[src/rtl/reg_write_loader_pkg.sv]
// Shared types and sizes for the front-panel register write loader.
// Holds the FSM state enum and the word/byte geometry.
package reg_write_loader_pkg;

  localparam int BYTES_PER_WORD = 4;
  localparam int BYTE_W = 8;
  localparam int DATA_W = 32;
  localparam int IDX_W = $clog2(BYTES_PER_WORD);

  localparam logic [IDX_W-1:0] LAST_LANE =
    IDX_W'(BYTES_PER_WORD - 1);

  typedef enum logic [1:0] {
    IDLE,
    FILL,
    READY,
    WRITE
  } state_e;

endpackage

[src/rtl/reg_write_loader_if.sv]
// Register-file write bus: W_Addr, W_Data, Write_Reg.
// master drives the bus (loader), slave receives it (register file).
interface reg_write_loader_if
  import reg_write_loader_pkg::*;
#(
  parameter int ADDR_WIDTH = 5
);

  logic [ADDR_WIDTH-1:0] W_Addr;
  logic [DATA_W-1:0]     W_Data;
  logic                  Write_Reg;

  modport master (
    output W_Addr,
    output W_Data,
    output Write_Reg
  );

  modport slave (
    input W_Addr,
    input W_Data,
    input Write_Reg
  );

endinterface

[src/rtl/reg_write_loader_btn_edge.sv]
// btn_edge: raw async button -> one-cycle pulse on press.
// Ports: clk, rst_n, raw in, pulse out. REG_WRITE_LOADER_DEBOUNCE_EN adds debounce.
module btn_edge #(
  parameter int DEBOUNCE_CYCLES = 500000
) (
  input  logic clk,
  input  logic rst_n,
  input  logic raw,
  output logic pulse
);

  if (DEBOUNCE_CYCLES < 1) begin : g_cfg_err
    $error("DEBOUNCE_CYCLES must be at least 1");
  end

  logic s1;
  logic s2;

  always_ff @(posedge clk or negedge rst_n) begin
    if (!rst_n) begin
      s1 <= 1'b0;
      s2 <= 1'b0;
    end else begin
      s1 <= raw;
      s2 <= s1;
    end
  end

`ifdef REG_WRITE_LOADER_DEBOUNCE_EN

  localparam int CW = $clog2(DEBOUNCE_CYCLES + 1);
  localparam logic [CW-1:0] LIMIT = CW'(DEBOUNCE_CYCLES - 1);

  logic [CW-1:0] cnt;
  logic          fired;

  // fired blocks further pulses until the level drops,
  // so a long press gives one pulse and release gives none.
  always_ff @(posedge clk or negedge rst_n) begin
    if (!rst_n) begin
      cnt   <= '0;
      fired <= 1'b0;
      pulse <= 1'b0;
    end else begin
      pulse <= 1'b0;
      if (!s2) begin
        cnt   <= '0;
        fired <= 1'b0;
      end else if (!fired) begin
        if (cnt == LIMIT) begin
          pulse <= 1'b1;
          fired <= 1'b1;
        end else begin
          cnt <= cnt + 1'b1;
        end
      end
    end
  end

`else

  logic prev;

  always_ff @(posedge clk or negedge rst_n) begin
    if (!rst_n) begin
      prev  <= 1'b0;
      pulse <= 1'b0;
    end else begin
      prev  <= s2;
      pulse <= s2 & ~prev;
    end
  end

`endif

endmodule

[src/rtl/reg_write_loader.sv]
// Builds a 32-bit word byte-by-byte from SW, writes it on commit.
// Ports: Clk, Rst_n, SW, Addr_SW, Btn_Load, Btn_Commit, wr bus, Byte_Idx, Full.
// Optional debounce: define REG_WRITE_LOADER_DEBOUNCE_EN.
module reg_write_loader
  import reg_write_loader_pkg::*;
#(
  parameter int DEBOUNCE_CYCLES = 500000,
  parameter int ADDR_WIDTH = 5
) (
  input  logic                  Clk,
  input  logic                  Rst_n,
  input  logic [BYTE_W-1:0]     SW,
  input  logic [ADDR_WIDTH-1:0] Addr_SW,
  input  logic                  Btn_Load,
  input  logic                  Btn_Commit,
  reg_write_loader_if.master    wr,
  output logic [IDX_W-1:0]      Byte_Idx,
  output logic                  Full
);

  logic load_p;
  logic commit_p;

  btn_edge #(
    .DEBOUNCE_CYCLES(DEBOUNCE_CYCLES)
  ) u_load (
    .clk  (Clk),
    .rst_n(Rst_n),
    .raw  (Btn_Load),
    .pulse(load_p)
  );

  btn_edge #(
    .DEBOUNCE_CYCLES(DEBOUNCE_CYCLES)
  ) u_commit (
    .clk  (Clk),
    .rst_n(Rst_n),
    .raw  (Btn_Commit),
    .pulse(commit_p)
  );

  state_e state_q;
  state_e state_d;
  logic   do_load;
  logic   do_commit;

  logic [DATA_W-1:0]     data_q;
  logic [ADDR_WIDTH-1:0] addr_q;
  logic [IDX_W-1:0]      idx_q;
  logic                  full_q;

  always_ff @(posedge Clk or negedge Rst_n) begin
    if (!Rst_n) begin
      state_q <= IDLE;
    end else begin
      state_q <= state_d;
    end
  end

  // Commit has priority over a same-cycle load.
  always_comb begin
    state_d   = state_q;
    do_load   = 1'b0;
    do_commit = 1'b0;
    unique case (state_q)
      IDLE, FILL: begin
        if (commit_p) begin
          do_commit = 1'b1;
          state_d   = WRITE;
        end else if (load_p) begin
          do_load = 1'b1;
          state_d = (idx_q == LAST_LANE) ? READY : FILL;
        end
      end
      READY: begin
        if (commit_p) begin
          do_commit = 1'b1;
          state_d   = WRITE;
        end
      end
      WRITE: begin
        state_d = IDLE;
      end
      default: begin
        state_d = IDLE;
      end
    endcase
  end

  // W_Data is never cleared by commit; next word reuses it.
  always_ff @(posedge Clk or negedge Rst_n) begin
    if (!Rst_n) begin
      data_q <= '0;
      addr_q <= '0;
      idx_q  <= '0;
      full_q <= 1'b0;
    end else begin
      if (do_load) begin
        data_q[BYTE_W*idx_q +: BYTE_W] <= SW;
        idx_q <= idx_q + 1'b1;
        if (idx_q == LAST_LANE) begin
          full_q <= 1'b1;
        end
      end
      if (do_commit) begin
        addr_q <= Addr_SW;
      end
      if (state_q == WRITE) begin
        idx_q  <= '0;
        full_q <= 1'b0;
      end
    end
  end

  assign wr.W_Addr    = addr_q;
  assign wr.W_Data    = data_q;
  assign wr.Write_Reg = (state_q == WRITE);
  assign Byte_Idx     = idx_q;
  assign Full         = full_q;

endmodule

[src/flat_wrapper.sv]
// flat-port wrapper written by rule: the top's interface ports become plain ports
module reg_write_loader_flat import reg_write_loader_pkg::*;
#(
  parameter int DEBOUNCE_CYCLES = 500000,
  parameter int ADDR_WIDTH = 5
)
  (Clk, Rst_n, SW, Addr_SW, Btn_Load, Btn_Commit, Byte_Idx, Full, wr_W_Addr, wr_W_Data, wr_Write_Reg);
  reg_write_loader_if #(.ADDR_WIDTH(ADDR_WIDTH)) wr_i ();
  input  logic Clk;
  input  logic Rst_n;
  input  logic [BYTE_W-1:0] SW;
  input  logic [ADDR_WIDTH-1:0] Addr_SW;
  input  logic Btn_Load;
  input  logic Btn_Commit;
  output logic [IDX_W-1:0] Byte_Idx;
  output logic Full;
  output wire logic [$bits(wr_i.W_Addr)-1:0] wr_W_Addr;
  output wire logic [$bits(wr_i.W_Data)-1:0] wr_W_Data;
  output wire logic [$bits(wr_i.Write_Reg)-1:0] wr_Write_Reg;
  assign wr_W_Addr = wr_i.W_Addr;
  assign wr_W_Data = wr_i.W_Data;
  assign wr_Write_Reg = wr_i.Write_Reg;
  reg_write_loader #(.DEBOUNCE_CYCLES(DEBOUNCE_CYCLES), .ADDR_WIDTH(ADDR_WIDTH)) u_core (.Clk(Clk), .Rst_n(Rst_n), .SW(SW), .Addr_SW(Addr_SW), .Btn_Load(Btn_Load), .Btn_Commit(Btn_Commit), .wr(wr_i), .Byte_Idx(Byte_Idx), .Full(Full));
endmodule
[config.mk]
export PLATFORM = sky130hd
export DESIGN_NAME = reg_write_loader_flat
export DESIGN_NICKNAME = d
export VERILOG_FILES = /design/src/rtl/reg_write_loader_pkg.sv /design/src/rtl/reg_write_loader_if.sv /design/src/rtl/reg_write_loader_btn_edge.sv /design/src/rtl/reg_write_loader.sv /design/src/flat_wrapper.sv
export SDC_FILE = /design/constraint.sdc
export NUM_CORES = 1
export LEC_CHECK = 0
export BUFFER_PORTS_ARGS = -buffer_cell sky130_fd_sc_hd__buf_4
export CORE_MARGIN = 1.5
export CORE_UTILIZATION = 52
export CTS_BUF_LIST = sky130_fd_sc_hd__clkbuf_8
export DETAILED_ROUTE_END_ITERATION = 7
export GPL_ROUTABILITY_DRIVEN = 0
export PLACE_DENSITY = 0.83
export RECOVER_POWER = 50
export SLEW_MARGIN = 20
export SYNTH_ARGS = -nofsm -noshare
export SYNTH_HDL_FRONTEND = slang
export SYNTH_SLANG_ARGS = --single-unit
[constraint.sdc]
create_clock -name Clk -period 2 [get_ports Clk]
set_input_delay 0.5 -clock Clk [delete_from_list [all_inputs] [get_ports Clk]]
set_output_delay 0.5 -clock Clk [all_outputs]
set_load 0.01 [all_outputs]
==> results of run 1 <==
metal layers:
metal	vias to the layer above	share of wire (%)
met4	0	1.9
met2	57	51
li1	609	-
met1	714	41
met3	9	5.7
met5	-	0
worst max path at each step:
stage                                end  depth (start not counted)
global route        u_core.wr.W_Data[31]                          5
floorplan           u_core.wr.W_Data[25]                          5
CTS                 u_core.wr.W_Data[24]                          5
finish              u_core.wr.W_Data[24]                          5
detailed placement  u_core.wr.W_Data[30]                          5
global placement    u_core.wr.W_Data[11]                          5
per-stage QoR:
| stage | worst slack [ns] | std cells | util (%) | total power, W | hold WS, ns |
|---|---|---|---|---|---|
| 2_1_floorplan | 0.2322 | 130 | - | 0.001796 | 0.2044 |
| 3_3_place_gp | 0.3649 | 232 | 70.27 | 0.002159 | 0.3405 |
| 3_5_place_dp | 0.2293 | 232 | 70.27 | 0.002217 | 0.3412 |
| 4_1_cts | 0.2223 | 240 | 73.46 | 0.002912 | 0.2120 |
| 5_1_grt | 0.09393 | 240 | 72.52 | 0.003000 | 0.2997 |
| 6_report | 0.2013 | 240 | 72.52 | 0.002859 | 0.3160 |
cell families after synthesis:
group           Yosys count  synth area share (%)
compound gates           37                 15.97
fa+ha+maj                 5                 3.247
buf+inv                   9                 2.013
flops                    50                 64.94
mux                       5                 2.922
simple gates             24                 10.91
layout make-up:
| class | instances | share of cell area [%] |
|---|---|---|
| clock buffers | 5 | 2.757 |
| multi-input cells | 71 | 25.51 |
| inverters | 4 | 0.6015 |
| repair buffers | 61 | 17.04 |
| clock inverters | 3 | 1.654 |
| flip-flops and latches | 50 | 50.13 |
| well taps | 46 | 2.306 |
cell usage in the layout (no fill, tap or decap), types with 3 or more instances in the layout:
cell type and count:
nand4bb_1 5, o21ai_0 3, inv_1 4, buf_4 50
a22o_1 32, dfrtp_1 50, clkbuf_1 8, nand2_1 4
mux2_1 5, clkbuf_8 5, ha_1 5
sequential cells by signal, summed over array words and instances (netlist names):
name,count
u_core.Byte_Idx,2
u_core.Full,1
u_core.state_q,2
u_core.u_commit.prev,1
u_core.u_commit.pulse,1
u_core.u_commit.s1,1
u_core.u_commit.s2,1
u_core.u_load.prev,1
u_core.u_load.pulse,1
u_core.u_load.s1,1
u_core.u_load.s2,1
u_core.wr.W_Addr,5
u_core.wr.W_Data,32
power breakdown:
| part | total (W) | internal, W | switching, W |
|---|---|---|---|
| logic | 0.000870 | 0.000390 | 0.000480 |
| registers | 0.00129 | 0.00117 | 0.000116 |
| clock network | 0.000698 | 0.000368 | 0.000330 |
==> reports/qor.txt, run 1 <==
Status: complete, no violations
Input/output buffers: 57
Setup_tns: 0 ns
Worst Path Arrival: 2.04 ns
Layout Nets: 215
Routed via count: 1,389
Nature of the critical path startpoint: register
Post-synth top area share: 64.94%
Synthesis-to-layout area growth: 29.55%
Drt pass-1 iters: 4
First-pass GRT wire length: 7.058 mm
Largest net degree at the start of global routing: 51
Setup Buffers After CTS: 0
Clock Skew: 0.005597 ns
Final WL: 4.361 mm
HP Start: Btn_Commit
Seq. cell area: 1251 sq um
Number of global-route vias before repair: 1,395
Pleak: 1.232 nW
Cell Pwr Density: 1145 nW/um^2
Critical path class: register to register
Synth Flop Type: dfrtp_1
Vias per cell: 5.788
Final Max Tran Viols: 0
M2 GR Usage: 39.32%
Share of flip-flops with an asynchronous set or reset: 100.0%
Measured slew at the worst slew-check pin: 1.215 ns
GRT met1 Usage: 28.67%
Fraction of layout cells with a size suffix above 1: 34.54%
CTS tree: done
Synth top area cells: dfrtp_1, a22o_1, ha_1
Critical Path Max Stage Delay: 0.45 ns
MaxCap Viol Count: 0
Crit share post-route: 89.93%
Gate count after technology mapping: 130
Maximum vdd drop: 0.7775 mV
Initial antenna violation count: 0
Multi-input gate area: 636.9 sq um
Commonest cells in the netlist: dfrtp_1, a22o_1, ha_1, mux2_1, nand4bb_1
Met3 Track Usage GR: 5.282%
Core Footprint: 3442 sq um
Crit-path cells: buf_4 -> ha_1 -> nand4bb_1 -> nor2_2 -> a22o_1
Initial Util: 55.98%
Fin crit period: 1.799 ns
Hold EP: u_core.u_commit.s1
Crit end category: register
Synth unique cells: 25
Placed inst area: 2419 sq um
Critical Path RT: 2.25 ns
Final Hold Fails: 0
Hold Path Class: input pin to register
Flops & latches, synth: 50
# DRC: 0
Final instance area: 2496 sq um
Syn Nets: 152
CTS resizes: 0
R2R setup slack: 0.20 ns
Die Y: 63.87 um
Iter 0 DRT Violations: 153
Fill cells: 243
CTS Buf Count: 5
Top cell type by total area after synthesis: dfrtp_1
Root buffer cell: clkbuf_8
Max FO, Critical Path: 11
FF-to-FF End: u_core.wr.W_Data[24]
Dpl hpwl: 3.213 mm
Grt ovf: 0
Boundary Pins: 58
Worst r2r path cells: 5
Die width: 63.87 um
Wire length per cell: 18.17 um
Worst setup path startpoint: u_core.Byte_Idx[0]
YS warnings: 0
Slowest CP cell: nand4bb_1
Max frequency: 556.0 MHz
Antenna Cells: 0
Clock transition at path regs: 0.08 ns
H-tree Lvls: 2
Worst path bufs/invs: 1
FP Rows: 21
RR Startpoint: u_core.Byte_Idx[0]
Worst-skew pair later-pin latency: 0.31 ns
Register area share after synthesis: 64.94%
Hold Path Stages: 1
Slew headroom: 19.02%
Cell with the most instances after synthesis: dfrtp_1
Die Area: 4079 sq um
Gr busiest metal: met2
Endpoints failing setup: 0
Antenna Nets Post-Route: 0
Post-synth EDFFs: 0
CP top delay family: simple AND/OR/NAND/NOR gates
Clk sinks: 50
Max Root-Sink Buffers: 2
RSZ-0062 raised after global routing: false
Total GRT Usage: 23.48%
Syn Area/Cell: 14.82 sq um
Cts hold-fix bufs: 0
Syn Std Cell Area: 1927 sq um
No activity file was read; power rests on OpenSTA's default activity.
==> run 2: changes to the inputs <==
--- a/config.mk
+++ b/config.mk
@@ -6,7 +6,6 @@
 export NUM_CORES = 1
 export LEC_CHECK = 0
 export BUFFER_PORTS_ARGS = -buffer_cell sky130_fd_sc_hd__buf_4
-export CORE_MARGIN = 1.5
 export CORE_UTILIZATION = 52
 export CTS_BUF_LIST = sky130_fd_sc_hd__clkbuf_8
 export DETAILED_ROUTE_END_ITERATION = 7
==> reports/qor.txt, run 2 (synthesized netlist as in run 1, its figures left out) <==
First-pass GRT wire length: 6.775 mm (was 7.058 mm)
Crit end category: register (unchanged)
Number of global-route vias before repair: 1,329 (was 1,395)
Die Y: 62.87 um (was 63.87 um)
Root buffer cell: clkbuf_8 (unchanged)
H-tree Lvls: 2 (unchanged)
R2R setup slack: 0.15 ns (was 0.20 ns)
Clock transition at path regs: 0.09 ns (was 0.08 ns)
Grt ovf: 0 (unchanged)
Initial antenna violation count: 0 (unchanged)
Pleak: 1.234 nW (was 1.232 nW)
Final Max Tran Viols: 0 (unchanged)
Fin crit period: 1.852 ns (was 1.799 ns)
Boundary Pins: 58 (unchanged)
Layout Utilization: 72.74% (was 72.52%)
CTS resizes: 0 (unchanged)
Final Hold Fails: 0 (unchanged)
Initial Util: 55.98% (unchanged)
FP Rows: 21 (unchanged)
Final WL: 4.052 mm (was 4.361 mm)
Max Root-Sink Buffers: 2 (unchanged)
Layout Nets: 215 (unchanged)
Dpl hpwl: 2.980 mm (was 3.213 mm)
Status: complete, no violations (unchanged)
Total GRT Usage: 22.97% (was 23.48%)
RSZ-0062 raised after global routing: false (unchanged)
Cell Pwr Density: 1144 nW/um^2 (was 1145 nW/um^2)
Clk sinks: 50 (unchanged)
Clock Skew: 0.01061 ns (was 0.005597 ns)
Synthesis-to-layout area growth: 29.94% (was 29.55%)
Flip-flop count of the largest register after layout: 32 (unchanged)
Routed via count: 1,338 (was 1,389)
Worst r2r path cells: 5 (unchanged)
Setup_tns: 0 ns (unchanged)
CTS tree: done (unchanged)
Slew headroom: 22.55% (was 19.02%)
Most frequent cells in the layout: buf_4, dfrtp_1, a22o_1 (unchanged)
Die Area: 3953 sq um (was 4079 sq um)
Setup Buffers After CTS: 0 (unchanged)
CTS Buf Count: 5 (unchanged)
Hold Path Class: input pin to register (unchanged)
Worst setup path end: u_core.wr.W_Data[29] (was u_core.wr.W_Data[24])
MaxCap Viol Count: 0 (unchanged)
Core Footprint: 3442 sq um (unchanged)
Worst-skew pair later-pin latency: 0.32 ns (was 0.31 ns)
Die width: 62.87 um (was 63.87 um)
Drt pass-1 iters: 4 (unchanged)
Antenna Nets Post-Route: 0 (unchanged)
Cts hold-fix bufs: 0 (unchanged)
Critical Path RT: 2.25 ns (about the same)
RR Startpoint: u_core.Byte_Idx[0] (unchanged)
Max FO, Critical Path: 5 (was 11)
Iter 0 DRT Violations: 107 (was 153)
Critical path class: register to register (unchanged)
Worst Path Arrival: 2.10 ns (was 2.04 ns)
Antenna Cells: 0 (unchanged)
Max frequency: 539.9 MHz (was 556.0 MHz)
Largest net degree at the start of global routing: 51 (unchanged)
Measured slew at the worst slew-check pin: 1.162 ns (was 1.215 ns)
Vias per cell: 5.575 (was 5.788)
Crit share post-route: 92.60% (was 89.93%)
Worst setup path startpoint: u_core.Byte_Idx[0] (unchanged)
Input/output buffers: 57 (unchanged)
Endpoints failing setup: 0 (unchanged)
FF-to-FF End: u_core.wr.W_Data[29] (was u_core.wr.W_Data[24])
Nature of the critical path startpoint: register (unchanged)
Maximum vdd drop: 0.7941 mV (was 0.7775 mV)
Wire length per cell: 16.88 um (was 18.17 um)
Fraction of layout cells with a size suffix above 1: 34.54% (unchanged)
# DRC: 0 (unchanged)
-- run 2: cell counts in the layout (fill, tap and decap cells not counted) --
Identical to the previous run, type by type.
-- run 2: how the worst min path moves through the flow --
stage,from,endpoint,depth (start not counted)
floorplan,Rst_n,u_core.Byte_Idx[0],0
global placement,u_core.u_commit.s1,u_core.u_commit.s2,0
detailed placement,u_core.u_load.s1,u_core.u_load.s2,0
CTS,Rst_n,u_core.wr.W_Data[18],1
global route,Btn_Commit,u_core.u_commit.s1,1
finish,Btn_Load,u_core.u_load.s1,1
-- run 2: metrics by stage --
stage                     hold slack (ns)  instance area, sq um  total power (W)  setup slack (ns)  cells
final                              0.3113                  2504         0.002865            0.1480    240
after global routing               0.2971                  2504         0.003027           0.03389    240
after CTS                          0.2018                  2536         0.002933            0.1742    240
after detailed placement           0.3425                  2419         0.002207            0.1879    232
after global placement             0.3404                  2419         0.002153            0.2987    232
after floorplan                    0.2044                  1927         0.001796            0.2322    130
-- run 2: worst max-delay path, cell delays in order (launching register included) --
cell	delay [ns]
dfrtp_1	0.43
inv_1	0.16
ha_1	0.37
or3b_1	0.44
nor2_2	0.20
a22o_1	0.18
-- run 2: power breakdown --
| group | switching (W) | total (W) | internal (W) |
|---|---|---|---|
| clock | 0.000354 | 0.000735 | 0.000381 |
| combinational | 0.000454 | 0.000837 | 0.000383 |
| sequential | 0.000120 | 0.00129 | 0.00117 |
| total | 0.000928 | 0.00287 | 0.00194 |
-- run 2: per-layer routing --
metal	global-route usage [%]	vias up	routed length, um
li1	-	605	-
met1	30.50	674	1799
met2	35.22	51	1955
met3	6.569	8	224
met4	9.593	0	73
met5	0	-	0
-- run 2: layout make-up --
type | instances | area [sq um]
flip-flops and latches | 50 | 1251
fillers | 259 | 938.4
multi-input cells | 71 | 636.9
repair buffers | 61 | 425.4
clock buffers | 5 | 68.82
well taps | 46 | 57.56
clock inverters | 3 | 48.80
inverters | 4 | 15.01
